File: config.mk
export PLATFORM = sky130hd
export DESIGN_NAME = koggestone_adder_pipe
export DESIGN_NICKNAME = d
export VERILOG_FILES = /design/src/rtl/koggestone_adder_pipe.sv
export SDC_FILE = /design/constraint.sdc
export NUM_CORES = 1
export LEC_CHECK = 0
export ABC_AREA = 1
export CORE_MARGIN = 3
export CORE_UTILIZATION = 50
export DETAILED_ROUTE_END_ITERATION = 12
export PLACE_DENSITY = 0.8
export SLEW_MARGIN = 40
export SYNTH_ARGS = -nofsm -noshare
export SYNTH_HDL_FRONTEND = slang
export SYNTH_SLANG_ARGS = --single-unit
File: constraint.sdc
create_clock -name clk -period 3 [get_ports clk]
set_input_delay 0.6 -clock clk [delete_from_list [all_inputs] [get_ports clk]]
set_output_delay 0.6 -clock clk [all_outputs]
set_load 0.01 [all_outputs]
File: src/rtl/koggestone_adder_pipe.sv
// Pipelined Kogge-Stone adder/subtractor with valid/ready handshake.
// One prefix level per register stage, followed by a carry-resolve stage
// and a registered result stage. A global stall freezes the whole pipe.
module koggestone_adder_pipe #(
  parameter int unsigned WIDTH = 16
) (
  input  logic             clk,
  input  logic             rst,
  input  logic             in_valid,
  output logic             in_ready,
  input  logic [WIDTH-1:0] in_a,
  input  logic [WIDTH-1:0] in_b,
  input  logic             in_cin,
  input  logic             in_sub,
  output logic             out_valid,
  input  logic             out_ready,
  output logic [WIDTH-1:0] out_sum,
  output logic             out_cout,
  output logic             out_ovf,
  output logic             out_zero
);

  localparam int unsigned LEVELS = $clog2(WIDTH);
  // Prefix vectors carry a virtual bit -1 at index 0 holding the carry-in.
  localparam int unsigned N      = WIDTH + 1;

  logic             w_stall;
  logic [WIDTH-1:0] w_b_eff;
  logic [N-1:0]     w_g_nxt [LEVELS+1];
  logic [N-1:0]     w_p_nxt [LEVELS+1];
  logic [N-1:0]     w_c;
  logic [WIDTH-1:0] w_sum;
  logic             w_ovf;

  // Valid bits: [0..LEVELS] prefix stages, [LEVELS+1] carry-resolve stage.
  logic [LEVELS+1:0] r_v;
  logic [N-1:0]      r_g  [LEVELS+1];
  logic [N-1:0]      r_p  [LEVELS+1];
  logic [WIDTH-1:0]  r_po [LEVELS+1];
  logic [LEVELS:0]   r_am;
  logic [LEVELS:0]   r_bm;
  logic [N-1:0]      r_c;
  logic [WIDTH-1:0]  r_c_po;
  logic              r_c_am;
  logic              r_c_bm;

  assign w_stall  = out_valid & ~out_ready;
  assign in_ready = ~w_stall;

  // Operand conditioning: subtract folds in as ~B with a forced carry-in.
  assign w_b_eff    = in_sub ? ~in_b : in_b;
  assign w_g_nxt[0] = {in_a & w_b_eff, in_sub | in_cin};
  assign w_p_nxt[0] = {in_a ^ w_b_eff, 1'b0};

  // One Kogge-Stone combine per level; positions below the distance pass through.
  for (genvar k = 1; k <= LEVELS; k++) begin : g_lvl
    localparam int unsigned D = 32'd1 << (k - 1);
    assign w_g_nxt[k] = {r_g[k-1][N-1:D] | (r_p[k-1][N-1:D] & r_g[k-1][N-1-D:0]),
                         r_g[k-1][D-1:0]};
    assign w_p_nxt[k] = {r_p[k-1][N-1:D] & r_p[k-1][N-1-D:0],
                         r_p[k-1][D-1:0]};
  end

  // Resolve every group against bit -1; only the top position still needs it.
  assign w_c = r_g[LEVELS] | (r_p[LEVELS] & {N{r_g[LEVELS][0]}});

  // Result and flags from the resolved carries.
  assign w_sum = r_c_po ^ r_c[WIDTH-1:0];
  assign w_ovf = (r_c_am ~^ r_c_bm) & (w_sum[WIDTH-1] ^ r_c_am);

  // Valid shift chain; bubbles advance like data.
  always_ff @(posedge clk) begin
    if (rst) begin
      r_v <= '0;
    end else if (!w_stall) begin
      r_v <= {r_v[LEVELS:0], in_valid};
    end
  end

  // Datapath stage registers, frozen while stalled.
  always_ff @(posedge clk) begin
    if (!w_stall) begin
      for (int unsigned k = 0; k <= LEVELS; k++) begin
        r_g[k] <= w_g_nxt[k];
        r_p[k] <= w_p_nxt[k];
      end
      r_po[0] <= in_a ^ w_b_eff;
      for (int unsigned k = 1; k <= LEVELS; k++) begin
        r_po[k] <= r_po[k-1];
      end
      r_am   <= {r_am[LEVELS-1:0], in_a[WIDTH-1]};
      r_bm   <= {r_bm[LEVELS-1:0], w_b_eff[WIDTH-1]};
      r_c    <= w_c;
      r_c_po <= r_po[LEVELS];
      r_c_am <= r_am[LEVELS];
      r_c_bm <= r_bm[LEVELS];
    end
  end

  // Output register; data only reloads on a valid beat so bubbles leave it alone.
  always_ff @(posedge clk) begin
    if (rst) begin
      out_valid <= 1'b0;
      out_sum   <= '0;
      out_cout  <= 1'b0;
      out_ovf   <= 1'b0;
      out_zero  <= 1'b0;
    end else if (!w_stall) begin
      out_valid <= r_v[LEVELS+1];
      if (r_v[LEVELS+1]) begin
        out_sum  <= w_sum;
        out_cout <= r_c[WIDTH];
        out_ovf  <= w_ovf;
        out_zero <= (w_sum == '0);
      end
    end
  end

endmodule
==> out/metrics.csv, run 1 <==
metric,value,unit
status,completed,
clk_lat worst skew,0.53,ns
largest fanout on the critical path,24,
most frequent cells in the layout,"edfxtp_1 (248), nand2_1 (74), inv_1 (62)",
ant diodes,0,
Max Cap Viol,0,
Max clock buf depth,3,
routability cong.,0.7798,
Core ar.,0.01889,sq mm
switching part of the total,20.34,%
CTS buffer count,26,
most frequent CP cell,clkdlybuf4s50_1,
initial drt markers,331,
Routed WL per cell,14.31,um
fin area,0.01147,sq mm
Least-Margin Pin Slew,0.7393,ns
final non-filler cell total,942,
vias in the first global route,4660,
final setup violation count,0,
endpoint class of the critical path,output pin,
Vias,4538,
initial antenna violation count,0,
TritonRoute pass-1 iters,5,
DRT Wirelength,13480,um
final hold vios,0,
Final Critical Period,2.497,ns
post-CTS sizing,0,
Post-Route Skew,0.02162,ns
setup TNS,0,ns
cts hold-fix bufs,0,
DP Area,0.01060,sq mm
global-route wire length before repair,22200,um
"Seq/Total Area, Yosys",82.28,%
CP required,2.40,ns
Gate power share,5.1,%
RSZ-0062 raised after global routing,no,
period utilization,83.24,%
postcts setup bufs,0,
Cells after Synth,579,
Seq pwr share,58.1,%
critical path's largest stage delay,0.57,ns
Peak VDD IR,0.5855,mV
Boundary Pins,59,
post-layout util,60.71,%
vias per cell,4.817,
port bufs,58,
synth unique cells,23,
clock share of power,36.9,%
HPWL Detailed,8632,um
number of placed cells counting well taps,894,
H-Tree Depth,1,
Setup crit start kind,input port,
"Avg Cell Area, Syn",16.72,sq um
Power Density,767.6,mW/mm^2
post-synthesis register bit count,274,
CP Data Arrival Time,1.90,ns
Int Pwr,0.007013,W
GR Util All Layers,12.84,%
num rows,50,
"commonest non-fill, non-tap cell in the layout",edfxtp_1,
initial core utilization,51.25,%
Clock transition at path regs,0.06,ns
Die H,145.2,um
Final Max Slew Viols,0,
Critical-path top delay cell,clkdlybuf4s50_1,
R2R setup slack,1.42,ns
Remaining DRCs,0,
switching pwr,0.001791,W
Root Driver,clkbuf_16,
DIE WIDTH,145.2,um
layout cells sized above 1,7.625,%
slew margin rel.,50.71,%
P_leak,4.921,nW
pin count of the biggest net entering global routing,127,
area delta synth->final,18.45,%
warnings from Yosys,0,
CTS tree,built,
crit path cell chain,"clkdlybuf4s50_1, inv_1, nand2_8, clkdlybuf4s50_1",
Max Freq,0.4004,GHz
Routed Antenna Nets,0,
"Remaining Overflow, GRT",0,
worst setup path class,input port to output pin,
die area,0.02107,sq mm
Sink Count,274,
Post-Synthesis Cell Area,0.009683,sq mm
hold crit path type,flop to flop,
Post-Syn Nets,633,
final net count,716,
==> path summary, 6_finish.rpt <==
| path | startpoint | to | cells after the start |
|---|---|---|---|
| hold reg to reg | r_po[1][6]$_DFFE_PN_ | r_po[2][6]$_DFFE_PN_ | 0 |
| setup reg to reg | out_valid$_SDFFE_PP0N_ | r_g[0][51]$_DFFE_PN_ | 2 |
| setup / recovery | out_ready | in_ready | 4 |
| hold / removal | r_po[1][6]$_DFFE_PN_ | r_po[2][6]$_DFFE_PN_ | 0 |
==> metrics by stage <==
step / hold WS [ns] / total power, W / setup slack (ns)
final: 0.4127 / 0.008804 / 0.5028
after global routing: 0.4186 / 0.009159 / 0.4467
after CTS: 0.4152 / 0.008888 / 0.4857
after detailed placement: 0.4045 / 0.005633 / 0.4869
after global placement: 0.4045 / 0.005575 / 0.4949
after floorplan: 0.4003 / 0.005372 / 0.6030
==> cell usage after synthesis <==
cell	instances	share of area, %
a31oi_1	6	0.39
a21o_1	51	4.0
a21oi_2	1	0.090
inv_4	1	0.065
ha_1	16	2.1
xnor2_1	8	0.72
dfxtp_1	26	5.4
a21oi_1	11	0.57
buf_4	3	0.23
o21ai_0	20	1.0
clkbuf_1	1	0.039
nand3_1	3	0.16
nand2_4	2	0.23
xor2_1	16	1.4
o21ai_1	3	0.16
inv_1	62	2.4
or2_2	2	0.13
nor2_1	19	0.74
nor2_4	1	0.12
nand2_1	74	2.9
edfxtp_1	248	77
buf_2	3	0.16
o211ai_1	2	0.16
==> power by group through the flow <==
stage | Clock, W | Combinational, W | Sequential (W)
after detailed placement | 0 | 0.000441 | 0.00519
final | 0.00325 | 0.000445 | 0.00511
after floorplan | 0 | 0.000303 | 0.00507
after CTS | 0.00332 | 0.000448 | 0.00512
after global placement | 0 | 0.000420 | 0.00516
after global routing | 0.00348 | 0.000502 | 0.00517
==> critical path: cells and delay by family <==
family        cells  cell delay, ns
buf+inv           3            1.11
simple gates      1            0.18
==> metal layers <==
metal  track usage (%)  wire (um)  vias up
li1                  -          -     2241
met1             15.51       5648     2153
met2             21.88       6637      106
met3             2.936        598       38
met4             6.315        592        0
met5                 0          0        -
==> sequential cells by signal, summed over array words and instances, names as in the netlist <==
signal     count
r_p           39
out_cout       1
r_c_po        16
r_am           5
r_c_bm         1
out_ovf        1
out_zero       1
r_v            6
r_po          79
r_c           17
out_sum       16
r_c_am         1
r_bm           5
r_g           85
out_valid      1
==> final cells by class <==
class,instances,area (sq um)
flip-flops and latches,274,7968
fillers,1373,7423
multi-input cells,235,1444
clock buffers,31,669.4
repair buffers,62,623.1
well taps,260,325.3
inverters,63,239.0
clock inverters,17,201.4
==> kinds of logic (layout without fill, tap and decap cells) <==
family	after synthesis	in the layout	share of synthesized area [%]
compound gates	94	94	6.344
fa+ha+maj	16	16	2.067
flops	274	274	82.28
xor+xnor	24	24	2.171
simple gates	101	101	4.238
buf+inv	70	173	2.894
(Power assumes the default switching activity.)
==> inputs of run 2 (changes only) <==
PLACE_DENSITY = 0.77   (was 0.8)
clock period = 2.4 ns   (was 3 ns; I/O delays follow)
==> run 2 against run 1 <==
  * Flip-flop and latch count unchanged
  * Count of clock-buffer cells in the layout grew 7
  * Highest routed layer unchanged
  * Cell area is 0.57% higher
  * Core utilization up 0.34 points
==> out/metrics.csv, run 2 (synthesis gave the netlist of run 1 again) <==
metric,value,unit
period utilization,88.59,%
R2R setup slack,0.87,ns
largest fanout on the critical path,2,
largest register by flop count,r_g,
Vias,4475,
Boundary Pins,59,
worst setup margin,0.2739,ns
H-Tree Depth,1,
CTS buffer count,26,
post-layout util,61.05,%
ant diodes,0,
post-CTS sizing,0,
Routed WL per cell,14.09,um
fillers,1367,
num rows,50,
Routed Antenna Nets,0,
routability cong.,0.7828,
port bufs,58,
"Remaining Overflow, GRT",0,
hold crit path type,flop to flop,
Final Critical Period,2.126,ns
initial core utilization,51.25,%
clk_lat worst skew,0.51,ns
CTS tree,built,
hold_sp,r_g[0][79]$_DFFE_PN_,
r2r endpoint,r_g[0][41]$_DFFE_PN_,
layout cells sized above 1,7.456,%
R2R cell count,3,
Peak VDD IR,0.5927,mV
Die H,145.2,um
global-route wire length before repair,21480,um
Sink Count,274,
max FFs per register,85,
Max clock buf depth,3,
cts hold-fix bufs,0,
HPWL Detailed,8697,um
slew margin rel.,64.28,%
Critical-path top delay cell,clkdlybuf4s50_1,
Final Max Slew Viols,0,
"commonest non-fill, non-tap cell in the layout",edfxtp_1,
vias per cell,4.740,
Post-Route Skew,0.01094,ns
initial antenna violation count,0,
biggest regs,"r_g (85), r_po (79), r_p (39)",
Remaining DRCs,0,
status,completed,
most frequent cells in the layout,"edfxtp_1 (248), nand2_1 (74), inv_1 (62)",
Max Cap Viol,0,
setup TNS,0,ns
RSZ-0062 raised after global routing,no,
final non-filler cell total,944,
most frequent CP cell,clkdlybuf4s50_1,
final net count,718,
CP Data Arrival Time,1.65,ns
GR Util All Layers,12.43,%
Hold Path Depth,0,
Clock transition at path regs,0.06,ns
crit path cell chain,"clkdlybuf4s50_1, inv_1, nand2_8, clkdlybuf4s50_1",
CP required,1.92,ns
initial drt markers,278,
postcts setup bufs,0,
TritonRoute pass-1 iters,4,
DRT Wirelength,13300,um
DIE WIDTH,145.2,um
Reg2Reg Launch Point,out_valid$_SDFFE_PP0N_,
vias in the first global route,4475,
area delta synth->final,19.12,%
pin count of the biggest net entering global routing,85,
Max Freq,0.4703,GHz
Core ar.,0.01889,sq mm
hold endpoint,r_c[11]$_DFFE_PN_,
critical path's largest stage delay,0.55,ns
number of placed cells counting well taps,896,
Setup crit start kind,input port,
P_leak,4.955,nW
endpoint class of the critical path,output pin,
die area,0.02107,sq mm
final setup violation count,0,
Power Density,956.7,mW/mm^2
worst hold slack,0.4144,ns
Root Driver,clkbuf_16,
final hold vios,0,
Least-Margin Pin Slew,0.5352,ns
pre-CTS setup slack,0.2481,ns
worst setup path class,input port to output pin,
run 2: layout make-up:
| class | count | area (sq um) | area share, % |
|---|---|---|---|
| flip-flops and latches | 274 | 7968 | 69.07 |
| multi-input cells | 235 | 1444 | 12.52 |
| clock buffers | 38 | 800.8 | 6.942 |
| repair buffers | 64 | 663.1 | 5.749 |
| well taps | 260 | 325.3 | 2.820 |
| inverters | 63 | 239.0 | 2.072 |
| clock inverters | 10 | 95.09 | 0.8244 |
run 2: worst max path at each step:
stage	from	to	cells past startpoint
after CTS	out_ready	in_ready	4
after global routing	out_ready	in_ready	4
after global placement	out_ready	in_ready	4
after detailed placement	out_ready	in_ready	4
final	out_ready	in_ready	4
after floorplan	out_ready	out_ovf$_SDFFE_PP0P_	7
run 2: critical path, delay by kind of cell:
kind / cells / cell delay, ns
simple gates: 1 / 0.07
buf+inv: 3 / 1.09
run 2: through the flow:
step	area, sq um	power [W]
after floorplan	9692	0.006715
after global placement	10640	0.006980
after detailed placement	10640	0.007038
after CTS	11530	0.01115
after global routing	11530	0.01147
final	11530	0.01104
run 2: per-layer routing:
layer	GRT usage [%]	part of all wire (%)	vias up
li1	-	-	2237
met1	15.03	43	2114
met2	21.95	50	98
met3	2.936	4.5	26
met4	4.368	2.7	0
met5	0	0	-
run 2: report_power, final:
part           internal [W]  leakage [nW]  switching [W]
clock network       0.00252         0.441        0.00158
logic              0.000286          1.59       0.000258
registers           0.00605          2.92       0.000339
total               0.00886          4.95        0.00218
==> inputs of run 3 (changes only) <==
PLACE_DENSITY = 0.74   (was 0.77)
==> run 3 against run 2 <==
  * Critical path depth is the same
  * Clock skew is 0.0018 ns lower
  * Critical path type unchanged
  * Combinational power increased by 4.8%
==> out/metrics.csv, run 3 (synthesis gave the netlist of run 1 again) <==
metric,value,unit
status,completed,
routability cong.,0.7571,
endpoint class of the critical path,output pin,
most frequent cells in the layout,"edfxtp_1 (248), nand2_1 (74), inv_1 (62)",
slew margin rel.,64.04,%
port bufs,58,
Sink Count,274,
r2r endpoint,r_p[0][38]$_DFFE_PN_,
largest fanout on the critical path,3,
DIE WIDTH,145.2,um
vias per cell,4.786,
crit path to,in_ready,
Top delay family on crit path,buffers and inverters,
Die H,145.2,um
R2R cell count,3,
HPWL Detailed,8373,um
Max Cap Viol,0,
Root Driver,clkbuf_16,
Routed Antenna Nets,0,
CP required,1.92,ns
clk_lat worst skew,0.51,ns
Reg2Reg Launch Point,out_valid$_SDFFE_PP0N_,
Vias,4508,
num rows,50,
fin area,0.01145,sq mm
pin count of the biggest net entering global routing,94,
number of cells on the critical path,4,
Critical-path top delay cell,clkdlybuf4s50_1,
period utilization,90.87,%
worst setup path class,input port to output pin,
layout cells sized above 1,6.452,%
crit path cell chain,"clkdlybuf4s50_1, inv_1, nand2_8, clkdlybuf4s50_1",
ant diodes,0,
area delta synth->final,18.26,%
worst setup path startpoint,out_ready,
Power Density,942.5,mW/mm^2
R2R setup slack,0.87,ns
Routed WL per cell,14.30,um
final net count,718,
final setup violation count,0,
most frequent CP cell,clkdlybuf4s50_1,
max FFs per register,85,
postcts setup bufs,0,
initial drt markers,331,
Least-Margin Pin Slew,0.5388,ns
H-Tree Depth,1,
CTS buffer count,27,
hold crit path type,flop to flop,
Max clock buf depth,3,
Post-Route Skew,0.009172,ns
critical path's largest stage delay,0.56,ns
biggest regs,"r_g (85), r_po (79), r_p (39)",
final hold vios,0,
initial antenna violation count,0,
Final Critical Period,2.181,ns
RSZ-0062 raised after global routing,no,
cts hold-fix bufs,0,
setup TNS,0,ns
CP Data Arrival Time,1.70,ns
Max Freq,0.4585,GHz
initial core utilization,51.25,%
"Remaining Overflow, GRT",0,
Setup crit start kind,input port,
final non-filler cell total,942,
fillers,1378,
GR Util All Layers,12.66,%
TritonRoute pass-1 iters,5,
hold_sp,r_po[1][9]$_DFFE_PN_,
number of placed cells counting well taps,895,
worst hold slack,0.4156,ns
Clock transition at path regs,0.06,ns
Peak VDD IR,0.6171,mV
Core ar.,0.01889,sq mm
Buf/Inv on CP,3,
CTS tree,built,
DP Area,0.01064,sq mm
post-CTS sizing,0,
largest register by flop count,r_g,
Boundary Pins,59,
Final Max Slew Viols,0,
vias in the first global route,4448,
die area,0.02107,sq mm
DRT Wirelength,13470,um
global-route wire length before repair,21760,um
"commonest non-fill, non-tap cell in the layout",edfxtp_1,
Remaining DRCs,0,
P_leak,4.908,nW
[run 3: cell types whose count changed in the layout (fill, tap and decap cells not counted)]
cell	change
clkbuf_8	-2
buf_12	+1
clkbuf_16	-3
buf_4	-2
clkinv_2	-1
clkbuf_1	+3
clkinv_1	+2
[run 3: cell type report]
cell class | count | area [sq um] | area share (%)
sequential | 274 | 7968 | 69.58
tap | 260 | 325.3 | 2.841
multi-input combinational | 235 | 1444 | 12.61
timing repair buffer | 63 | 668.1 | 5.835
inverter | 63 | 239.0 | 2.087
clock inverter | 11 | 97.59 | 0.8523
clock buffer | 36 | 709.4 | 6.195
[run 3: report_power, final]
group	total (W)	switching [W]	internal, W
logic	0.000570	0.000282	0.000288
registers	0.00637	0.000324	0.00605
clock network	0.00385	0.00158	0.00227
total	0.0108	0.00219	0.00861
[run 3: how the worst min path moves through the flow]
stage | cells after the start | slack (ns) | endpoint
CTS | 0 | 0.42 | r_c[12]$_DFFE_PN_
finish | 0 | 0.42 | r_po[2][9]$_DFFE_PN_
global placement | 0 | 0.40 | r_po[2][8]$_DFFE_PN_
global route | 0 | 0.42 | r_po[2][12]$_DFFE_PN_
floorplan | 0 | 0.40 | r_am[1]$_DFFE_PN_
detailed placement | 0 | 0.40 | r_c[10]$_DFFE_PN_
[run 3: routing by layer]
metal	GRT usage (%)	share of wire, %
met1	15.90	42
met2	21.43	49
met3	2.811	4.8
met4	5.366	4.1
met5	0	0
[run 3: stage by stage]
| stage | utilization [%] | setup slack (ns) | total power (W) |
|---|---|---|---|
| 2_1_floorplan | - | 0.1230 | 0.006715 |
| 3_3_place_gp | 56.34 | 0.2123 | 0.006987 |
| 5_1_grt | 60.61 | 0.1641 | 0.01122 |
| 3_5_place_dp | 56.34 | 0.2081 | 0.007039 |
| 4_1_cts | 60.61 | 0.1965 | 0.01090 |
| 6_report | 60.61 | 0.2190 | 0.01079 |
